File: src/rtl/hazard_scoreboard_pkg.sv
// Shared types and sizing for the register hazard scoreboard.
package hazard_scoreboard_pkg;
  localparam int NUM_REGS     = 32;
  localparam int REG_IDX_W    = $clog2(NUM_REGS);
  localparam int MAX_INFLIGHT = 3;
  localparam int CNT_W        = $clog2(MAX_INFLIGHT + 1);

  typedef logic [REG_IDX_W-1:0] reg_idx_t;
  typedef logic [CNT_W-1:0]     sb_cnt_t;

  localparam sb_cnt_t CNT_MAX = sb_cnt_t'(MAX_INFLIGHT);
endpackage

File: src/rtl/hazard_scoreboard_if.sv
// Decode/issue/retire bundle between the pipeline and the hazard scoreboard.
interface hazard_scoreboard_if;
  logic                                           decValid;
  hazard_scoreboard_pkg::reg_idx_t                decRs1;
  logic                                           decRs1Used;
  hazard_scoreboard_pkg::reg_idx_t                decRs2;
  logic                                           decRs2Used;
  hazard_scoreboard_pkg::reg_idx_t                decRd;
  logic                                           decRdWe;
  logic                                           issueFire;
  logic                                           retireValid;
  hazard_scoreboard_pkg::reg_idx_t                retireRd;
  logic                                           flushAll;
  logic                                           stall;
  logic [hazard_scoreboard_pkg::NUM_REGS-1:0]     pendingMask;
  logic                                           errUnderflow;
  logic                                           errOverflow;

  modport master (
    output decValid, decRs1, decRs1Used, decRs2, decRs2Used, decRd, decRdWe,
           issueFire, retireValid, retireRd, flushAll,
    input  stall, pendingMask, errUnderflow, errOverflow
  );

  modport slave (
    input  decValid, decRs1, decRs1Used, decRs2, decRs2Used, decRd, decRdWe,
           issueFire, retireValid, retireRd, flushAll,
    output stall, pendingMask, errUnderflow, errOverflow
  );
endinterface

File: src/rtl/hazard_scoreboard_sb_entry.sv
// One register's in-flight write counter: saturating up/down with flush-to-zero.
module sb_entry
  import hazard_scoreboard_pkg::*;
(
  input  logic    clk,
  input  logic    rst,
  input  logic    inc_i,
  input  logic    dec_i,
  input  logic    flush_i,
  output sb_cnt_t cnt_o,
  output logic    busy_o,
  output logic    ovf_o,
  output logic    unf_o
);
  sb_cnt_t cnt_q, cnt_d;

  always_comb begin
    cnt_d = cnt_q;
    ovf_o = 1'b0;
    unf_o = 1'b0;
    // Simultaneous issue and retire cancel out and never flag an error.
    if (inc_i && !dec_i) begin
      if (cnt_q == CNT_MAX) ovf_o = 1'b1;
      else                  cnt_d = cnt_q + sb_cnt_t'(1);
    end else if (dec_i && !inc_i) begin
      if (cnt_q == '0) unf_o = 1'b1;
      else             cnt_d = cnt_q - sb_cnt_t'(1);
    end
    if (flush_i) cnt_d = '0;
  end

  always_ff @(posedge clk) begin
    if (!rst) cnt_q <= '0;
    else      cnt_q <= cnt_d;
  end

  assign cnt_o  = cnt_q;
  assign busy_o = (cnt_q != '0);
endmodule

File: src/rtl/hazard_scoreboard.sv
// Pipeline interlock: per-register writer counters, decode stall and sticky error flags.
module hazard_scoreboard
  import hazard_scoreboard_pkg::*;
(
  input  logic              clk,
  input  logic              rst,
  hazard_scoreboard_if.slave sb
);
  logic    [NUM_REGS-1:0] inc, dec, busy, ovf, unf;
  sb_cnt_t [NUM_REGS-1:0] cnt;
  logic                   raw, waw, stall;
  logic                   errOvf_q, errOvf_d, errUnf_q, errUnf_d;

  // x0 is hardwired idle so every lookup below can index cnt directly.
  assign inc[0]  = 1'b0;
  assign dec[0]  = 1'b0;
  assign busy[0] = 1'b0;
  assign ovf[0]  = 1'b0;
  assign unf[0]  = 1'b0;
  assign cnt[0]  = '0;

  for (genvar r = 1; r < NUM_REGS; r++) begin : g_ent
    assign inc[r] = sb.issueFire & sb.decRdWe & (sb.decRd == reg_idx_t'(r));
    assign dec[r] = sb.retireValid & (sb.retireRd == reg_idx_t'(r));

    sb_entry u_ent (
      .clk     (clk),
      .rst     (rst),
      .inc_i   (inc[r]),
      .dec_i   (dec[r]),
      .flush_i (sb.flushAll),
      .cnt_o   (cnt[r]),
      .busy_o  (busy[r]),
      .ovf_o   (ovf[r]),
      .unf_o   (unf[r])
    );
  end

  // Stall sees only registered counts, so a retire unblocks decode one cycle later.
  always_comb begin
    raw = (sb.decRs1Used & (sb.decRs1 != '0) & (cnt[sb.decRs1] != '0))
        | (sb.decRs2Used & (sb.decRs2 != '0) & (cnt[sb.decRs2] != '0));
    waw = sb.decRdWe & (sb.decRd != '0) & (cnt[sb.decRd] == CNT_MAX);
    stall = rst & sb.decValid & (raw | waw);
  end

  always_comb begin
    errOvf_d = errOvf_q | (sb.issueFire & stall) | (|ovf);
    errUnf_d = errUnf_q | (|unf);
  end

  always_ff @(posedge clk) begin
    if (!rst) begin
      errOvf_q <= 1'b0;
      errUnf_q <= 1'b0;
    end else begin
      errOvf_q <= errOvf_d;
      errUnf_q <= errUnf_d;
    end
  end

  assign sb.stall        = stall;
  assign sb.pendingMask  = busy;
  assign sb.errOverflow  = errOvf_q;
  assign sb.errUnderflow = errUnf_q;
endmodule
File: src/flat_wrapper.sv
// flat-port wrapper written by rule: the top's interface ports become plain ports
module hazard_scoreboard_flat import hazard_scoreboard_pkg::*;
  (clk, rst, sb_decValid, sb_decRs1, sb_decRs1Used, sb_decRs2, sb_decRs2Used, sb_decRd, sb_decRdWe, sb_issueFire, sb_retireValid, sb_retireRd, sb_flushAll, sb_stall, sb_pendingMask, sb_errUnderflow, sb_errOverflow);
  hazard_scoreboard_if sb_i ();
  input  logic clk;
  input  logic rst;
  input wire logic [$bits(sb_i.decValid)-1:0] sb_decValid;
  input wire logic [$bits(sb_i.decRs1)-1:0] sb_decRs1;
  input wire logic [$bits(sb_i.decRs1Used)-1:0] sb_decRs1Used;
  input wire logic [$bits(sb_i.decRs2)-1:0] sb_decRs2;
  input wire logic [$bits(sb_i.decRs2Used)-1:0] sb_decRs2Used;
  input wire logic [$bits(sb_i.decRd)-1:0] sb_decRd;
  input wire logic [$bits(sb_i.decRdWe)-1:0] sb_decRdWe;
  input wire logic [$bits(sb_i.issueFire)-1:0] sb_issueFire;
  input wire logic [$bits(sb_i.retireValid)-1:0] sb_retireValid;
  input wire logic [$bits(sb_i.retireRd)-1:0] sb_retireRd;
  input wire logic [$bits(sb_i.flushAll)-1:0] sb_flushAll;
  output wire logic [$bits(sb_i.stall)-1:0] sb_stall;
  output wire logic [$bits(sb_i.pendingMask)-1:0] sb_pendingMask;
  output wire logic [$bits(sb_i.errUnderflow)-1:0] sb_errUnderflow;
  output wire logic [$bits(sb_i.errOverflow)-1:0] sb_errOverflow;
  assign sb_i.decValid = sb_decValid;
  assign sb_i.decRs1 = sb_decRs1;
  assign sb_i.decRs1Used = sb_decRs1Used;
  assign sb_i.decRs2 = sb_decRs2;
  assign sb_i.decRs2Used = sb_decRs2Used;
  assign sb_i.decRd = sb_decRd;
  assign sb_i.decRdWe = sb_decRdWe;
  assign sb_i.issueFire = sb_issueFire;
  assign sb_i.retireValid = sb_retireValid;
  assign sb_i.retireRd = sb_retireRd;
  assign sb_i.flushAll = sb_flushAll;
  assign sb_stall = sb_i.stall;
  assign sb_pendingMask = sb_i.pendingMask;
  assign sb_errUnderflow = sb_i.errUnderflow;
  assign sb_errOverflow = sb_i.errOverflow;
  hazard_scoreboard u_core (.clk(clk), .rst(rst), .sb(sb_i));
endmodule
File: config.mk
export PLATFORM = sky130hd
export DESIGN_NAME = hazard_scoreboard_flat
export DESIGN_NICKNAME = d
export VERILOG_FILES = /design/src/rtl/hazard_scoreboard_pkg.sv /design/src/rtl/hazard_scoreboard_if.sv /design/src/rtl/hazard_scoreboard_sb_entry.sv /design/src/rtl/hazard_scoreboard.sv /design/src/flat_wrapper.sv
export SDC_FILE = /design/constraint.sdc
export NUM_CORES = 1
export LEC_CHECK = 0
export BUFFER_PORTS_ARGS = -buffer_cell sky130_fd_sc_hd__buf_2
export CAP_MARGIN = 10
export CORE_ASPECT_RATIO = 1.1
export CORE_MARGIN = 8
export CORE_UTILIZATION = 53
export DETAILED_ROUTE_END_ITERATION = 8
export PLACE_DENSITY = 0.77
export SETUP_SLACK_MARGIN = 0.15
export SLEW_MARGIN = 40
export SYNTH_ARGS = -nofsm -noshare
export SYNTH_HDL_FRONTEND = slang
export SYNTH_SLANG_ARGS = --single-unit
File: constraint.sdc
create_clock -name clk -period 4.1 [get_ports clk]
set_input_delay 1.025 -clock clk [delete_from_list [all_inputs] [get_ports clk]]
set_output_delay 1.025 -clock clk [all_outputs]
set_load 0.05 [all_outputs]
==> results of run 1 <==
==> layer usage <==
layer,up-vias,part of all wire [%],track usage (%)
met4,6,5.2,15.4
met5,-,0.15,0
met3,85,10,7.20
met1,3600,40,32.1
li1,3751,-,-
met2,344,44,40.5
==> sequential cells by signal (all words and copies together) (netlist names) <==
signal / count
u_core.sb.errUnderflow: 1
u_core.sb.errOverflow: 1
u_core.g_ent.u_ent.cnt_o: 62
==> final cells by class <==
class,instances,area share [%]
multi-input cells,815,64.1
flip-flops and latches,64,15.8
repair buffers,92,6.93
inverters,135,6.24
well taps,188,2.89
clock buffers,9,2.77
clock inverters,7,1.26
diodes,1,0.0308
==> Yosys cell counts, drive strengths merged (6+ instances only) <==
cell type and n:
o21ai 51, nor3b 20, a221oi 8, o22ai 20, nand2 101, nor2 200
nand4 13, o2111ai 6, dfxtp 64, a211o 16, clkbuf 41, nor4 14
and3 9, nor3 10, buf 50, a311oi 14, ha 92, a21oi 74
nand3 47, nor2b 13, inv 135, nand2b 25, o211ai 7, mux4 12
a31oi 21
==> power groups by stage <==
stage	Combinational, mW	Sequential, mW	Clock [mW]
finish	0.198	0.626	0.879
floorplan	0.116	0.647	0
global placement	0.184	0.640	0
detailed placement	0.187	0.640	0
global route	0.210	0.625	0.917
CTS	0.189	0.626	0.892
==> worst paths after layout <==
path | startpoint | to | slack (ns) | depth (start not counted)
setup reg to reg | u_core.g_ent[2].u_ent.cnt_o[1]$_SDFFE_PP0P_ | u_core.sb.errOverflow$_SDFF_PN0_ | 1.71 | 8
setup / recovery | sb_decRs2[0] | sb_stall | 0.19 | 8
hold reg to reg | u_core.g_ent[9].u_ent.cnt_o[1]$_SDFFE_PP0P_ | u_core.g_ent[9].u_ent.cnt_o[1]$_SDFFE_PP0P_ | 0.54 | 2
hold / removal | u_core.g_ent[9].u_ent.cnt_o[1]$_SDFFE_PP0P_ | u_core.g_ent[9].u_ent.cnt_o[1]$_SDFFE_PP0P_ | 0.54 | 2
==> cells by family (layout without fill, tap and decap cells) <==
| kind of cell | Yosys count | count (layout) | synth area share, % |
|---|---|---|---|
| buffers and inverters | 226 | 243 | 14.3 |
| DFF | 64 | 64 | 17.0 |
| muxes | 18 | 18 | 4.62 |
| adders and majority gates | 92 | 92 | 15.3 |
| AOI/OAI and AO/OA | 234 | 234 | 19.8 |
| and+or+nand+nor | 470 | 470 | 28.9 |
| other | 1 | 2 | 0.0498 |
==> metrics by stage <==
stage	cells	utilization, %	setup WS [ns]
3_5_place_dp	1294	55.9	0.0102
2_1_floorplan	1105	-	0.254
4_1_cts	1310	58.4	0.151
5_1_grt	1311	58.7	0.143
6_report	1311	58.7	0.189
3_3_place_gp	1294	55.9	0.0256
==> layout by cell type (no fill, tap or decap), types with 2 or more instances in the layout <==
cell type  Yosys  routed
a311oi_1      13      13
a21oi_1       74      74
nand2b_1      25      24
a211o_1       16      16
nor4b_1        3       3
a31oi_1       21      21
mux4_2        10      10
inv_6          0       2
nand3_1       47      47
o2111ai_1      6       5
a22oi_1        3       2
nor2_1       197     197
o211ai_1       7       7
buf_2         10      59
buf_4         35      30
nor2_2         3       3
o221ai_1       3       3
ha_1          92      92
mux2_2         4       4
o21ai_0       51      51
o22ai_1       20      20
nor3b_1       20      19
clkinv_4       0       2
nor4_1        14      14
dfxtp_1       64      64
and3_1         8       7
clkbuf_16      0       9
nand3b_1       5       5
bufinv_16      0       2
a221oi_1       8       8
nor3_1        10      10
or2_2          2       2
a21o_1         5       5
a2111oi_4      1       2
nand4_1       13      13
nand2_1      101     101
nor2b_1       13      13
mux4_1         2       2
inv_1        135     135
==> tightest hold or removal path, cell delays in order, from the launching register on <==
cell	delay, ns
dfxtp_1	0.35
o21ai_0	0.09
a21oi_1	0.06
==> repair_timing <==
item | in CTS | in global routing
buffers inserted | 0 | 0
setup endpoints to repair | 1 | 1
gates resized for setup | 3 | 7
hold endpoints to repair | 0 | 0
pin swaps | 2 | 4
==> flow_summary.ini, run 1 <==
[placement]
dp_hpwl_mm = 19.2
gp_congestion = 1.05
port_buffers = 62
dpl-instance-area_um2 = 7750

[logic_synthesis]
avgSynthCellArea_um2 = 6.81
synth_seq_cells = 64
synth.area.top_cells = dfxtp_1 (17%), ha_1 (15%), nor2_1 (9.8%), inv_1 (6.7%), nand2_1 (5.0%)
yosysTopAreaCell = dfxtp_1
netlist.area_leader.share_pct = 17.0
syn-instance-count = 1105
ys_types = 59
yosys_warnings = 0
seq_area_frac_synth_pct = 17.0
syn_area_um2 = 7530
synth_flop_cell = dfxtp_1
async_reset_ff_share_pct = 0
synth_edf_count = 0
synth_nets = 1226

[cts]
cts_hold_buffers = 0
htreeDepth = 3
path_clk_slew_ns = 0.07
clk_latency_ns = 0.35
clock_path_buffers = 2
numCtsBuffers = 9
cts_root_buf = clkbuf_16
cts.sinks = 64
cts_tree = done

[power]
power_frac_comb_pct = 11.6
swShare_pct = 27.7
p_total_mw = 1.70
leakagePower_nw = 3.45
p_clk_share_pct = 51.6
netSwitchingPower_uw = 471
power.density_nw_per_um2 = 209
p_int_mw = 1.23
sequentialPowerShare_pct = 36.8
ir_drop_uv = 186

[critical_path]
crit_family = simple AND/OR/NAND/NOR gates
path_common_cell = nand4_1
crit_chain = clkbuf_4 > mux4_2 > a32o_1 > a22oi_2 > nand4_1 > nand4_1 > and3_4 > buf_8
critPathKind = input port to output port
startpoint_type = input port
slowest_stage = mux4_2
cp-end-kind = output port
worstPathRequired_ns = 3.07
crit_path_max_incr_delay_ns = 0.51
path_buf_inv = 2
crit_fanout = 8
critPathArrivalTime_ns = 2.89

[sta]
worstMarginPinSlew_ns = 0.645
period_minus_slack_ns = 3.91
hold_viol_final = 0
finalClockSkew_ns = 0.0149
max_slew_margin_pct = 56.8
fmax_mhz = 256
min_period_over_period_pct = 95.4
setup_tns_ns = 0
rsz0062_at_grt = false
setup_viol = 0
finalMaxSlewViolations = 0
hold_ws_ns = 0.543

[cells_and_area]
area_growth_pct = 7.96
drive_gt1_share_pct = 12.4
final_nets = 1238
design_area_um2 = 8130
multi_input_area_um2 = 5210
final-seq-area_um2 = 1280
fill_cells = 1405

[global_route]
grt_max_degree = 46
grt_pass1_wl_mm = 36.8
grt-ovfl-total = 0
grt_pass1_vias = 6988
grtUsageTotal_pct = 26.3
antenna_found_initial = 4

[die]
core_area_um2 = 13900
die_w_um = 130
rows = 45
die_area_um2 = 18300
die_h_um = 141
boundaryPins = 64
start_util_pct = 54.3

[run_status]
outcome = finished clean

[hold_path]
min_path_type = flip-flop to flip-flop

[routing]
wl_per_cell_um = 18.5
via_per_inst = 5.94
drtIter0Drc = 797
drc_errors = 0
wl_mm = 24.2
drtPass1Iterations = 6
vias = 7786
ant_nets = 0

[run]
maxCapViolCount = 0
Note: power is estimated with default switching activity, not from simulation.
==> run 2, diff against run 1 <==
- CORE_UTILIZATION: 53 -> 25
- PLACE_DENSITY: 0.77 -> 0.45
==> run 2 against run 1 <==
Effect of this change: clock skew decreased by 0.0084 ns; sequential power hardly changed; worst hold slack lost 0.0012 ns; global-route usage down 11 points; critical endpoint unchanged; largest cell class unchanged.
==> flow_summary.ini, run 2 (synthesis results as in run 1) <==
[power]
ir_drop_uv = 138
p_total_mw = 1.64
leakagePower_nw = 3.46
power.density_nw_per_um2 = 197

[cells_and_area]
area_growth_pct = 10.8
largest_reg_flops = 62
final_common_cell = nor2_1
final_cell_mix = nor2_1 (197), inv_1 (135), nand2_1 (101)
final_nets = 1242
fill_cells = 3227
fin_cells = 1500
drive_gt1_share_pct = 12.3
num_antenna_cells = 0

[sta]
hold_viol_final = 0
finalClockSkew_ns = 0.00651
max_slew_margin_pct = 59.3
setup_viol = 0
min_period_over_period_pct = 95.8
setup_tns_ns = 0
setup_ws_ns = 0.170
fmax_mhz = 254
finalMaxSlewViolations = 0
period_minus_slack_ns = 3.93
worstMarginPinSlew_ns = 0.609
rsz0062_at_grt = true
hold_ws_ns = 0.542

[global_route]
antenna_found_initial = 1
grt_pass1_wl_mm = 41.6
grt_pass1_vias = 6877
grtUsageTotal_pct = 15.2
grt_max_degree = 37
grt-ovfl-total = 0

[placement]
dp_cells = 1484
port_buffers = 62
gp_congestion = 0.984
pre_cts_ws_ns = -0.0235
dp_hpwl_mm = 22.4

[cts]
post_cts_buffers = 0
cts_hold_buffers = 0
path_clk_slew_ns = 0.06
numCtsBuffers = 9
cts_tree = done
cts_root_buf = clkbuf_16
clock_path_buffers = 2
clk_latency_ns = 0.35
htreeDepth = 3
cts.sinks = 64

[critical_path]
slowest_stage = mux4_2
startpoint_type = input port
crit_start = sb_decRs1[0]
worstSetupEndpoint = sb_stall
crit_chain = buf_4 > mux4_2 > mux2_4 > a2111oi_4 > a311oi_2 > nand4_1 > and3_4 > buf_8
path_buf_inv = 2
critPathKind = input port to output port
critPathArrivalTime_ns = 2.90
crit_path_max_incr_delay_ns = 0.49
worstPathRequired_ns = 3.07
crit_cells = 8
reg2reg_depth = 7
crit_family = multiplexers
reg2reg_to = u_core.sb.errOverflow$_SDFF_PN0_
reg2reg_slack_ns = 1.78
cp-end-kind = output port
crit_fanout = 2
timing.rr.start = u_core.g_ent[16].u_ent.cnt_o[0]$_SDFFE_PP0P_

[run_status]
outcome = finished clean

[routing]
wl_met2_mm = 12.8
met1Wirelength_mm = 12.4
wl_per_cell_um = 18.3
ant_nets = 0
dr_wl_met3_mm = 1.52
vias = 7489
drtPass1Iterations = 5
drtIter0Drc = 643
top_layer = met5
via_per_inst = 4.99
drc_errors = 0
wl_mm = 27.4

[die]
die_area_um2 = 35900
core_area_um2 = 29600
start_util_pct = 25.4
boundaryPins = 64
die_w_um = 181
die_h_um = 198
rows = 66

[run]
maxCapViolCount = 0

[hold_path]
min_path_type = flip-flop to flip-flop
min_path_cells = 1
==> run 2: changes by cell type in the layout (fill, tap and decap cells not counted), sizes merged <==
cell,previous run,this run
diode,1,0
inv,137,135
bufinv,2,1
clkbuf,10,11
clkinv,2,3
buf,91,96
==> run 2: per-stage QoR <==
step | cell area (um2) | util (%)
detailed placement | 8000 | 27.0
CTS | 8340 | 28.1
finish | 8340 | 28.1
floorplan | 7530 | -
global route | 8340 | 28.1
global placement | 7990 | 27.0
==> run 2: metal layers <==
layer  track usage [%]  up-vias
li1                  -     3765
met1              19.5     3483
met2              25.4      204
met3              2.68       35
met4              5.01        2
met5                 0        -
==> run 2: cell type report <==
class | instances | area (um2) | area share, %
Multi-Input combinational cell | 815 | 5200 | 62.3
Sequential cell | 64 | 1280 | 15.4
Timing Repair Buffer | 96 | 587 | 7.04
Inverter | 135 | 507 | 6.08
Tap cell | 374 | 468 | 5.61
Clock buffer | 11 | 243 | 2.91
Clock inverter | 5 | 56.3 | 0.675
==> run 2: where the power goes <==
part / switching, mW / internal [mW] / leakage, nW
clock network: 0.326 / 0.487 / 0.145
registers: 0.00277 / 0.624 / 0.516
logic: 0.134 / 0.0690 / 2.80
==> run 2: worst min-delay path by stage <==
stage,start,end,slack (ns)
after floorplan,u_core.g_ent[22].u_ent.cnt_o[1]$_SDFFE_PP0P_,u_core.g_ent[22].u_ent.cnt_o[1]$_SDFFE_PP0P_,0.49
after global placement,u_core.g_ent[9].u_ent.cnt_o[1]$_SDFFE_PP0P_,u_core.g_ent[9].u_ent.cnt_o[1]$_SDFFE_PP0P_,0.53
after detailed placement,u_core.g_ent[17].u_ent.cnt_o[1]$_SDFFE_PP0P_,u_core.g_ent[17].u_ent.cnt_o[1]$_SDFFE_PP0P_,0.54
after CTS,u_core.g_ent[17].u_ent.cnt_o[1]$_SDFFE_PP0P_,u_core.g_ent[17].u_ent.cnt_o[1]$_SDFFE_PP0P_,0.55
after global routing,u_core.g_ent[9].u_ent.cnt_o[1]$_SDFFE_PP0P_,u_core.g_ent[9].u_ent.cnt_o[1]$_SDFFE_PP0P_,0.58
final,u_core.g_ent[22].u_ent.cnt_o[1]$_SDFFE_PP0P_,u_core.g_ent[22].u_ent.cnt_o[1]$_SDFFE_PP0P_,0.54
==> run 2: repair_timing <==
action                                 4_1_cts  5_1_grt
endpoints found under the hold margin        0        0
pin swaps                                    3        0
setup endpoints to repair                    1        1
resized for setup                           10        0
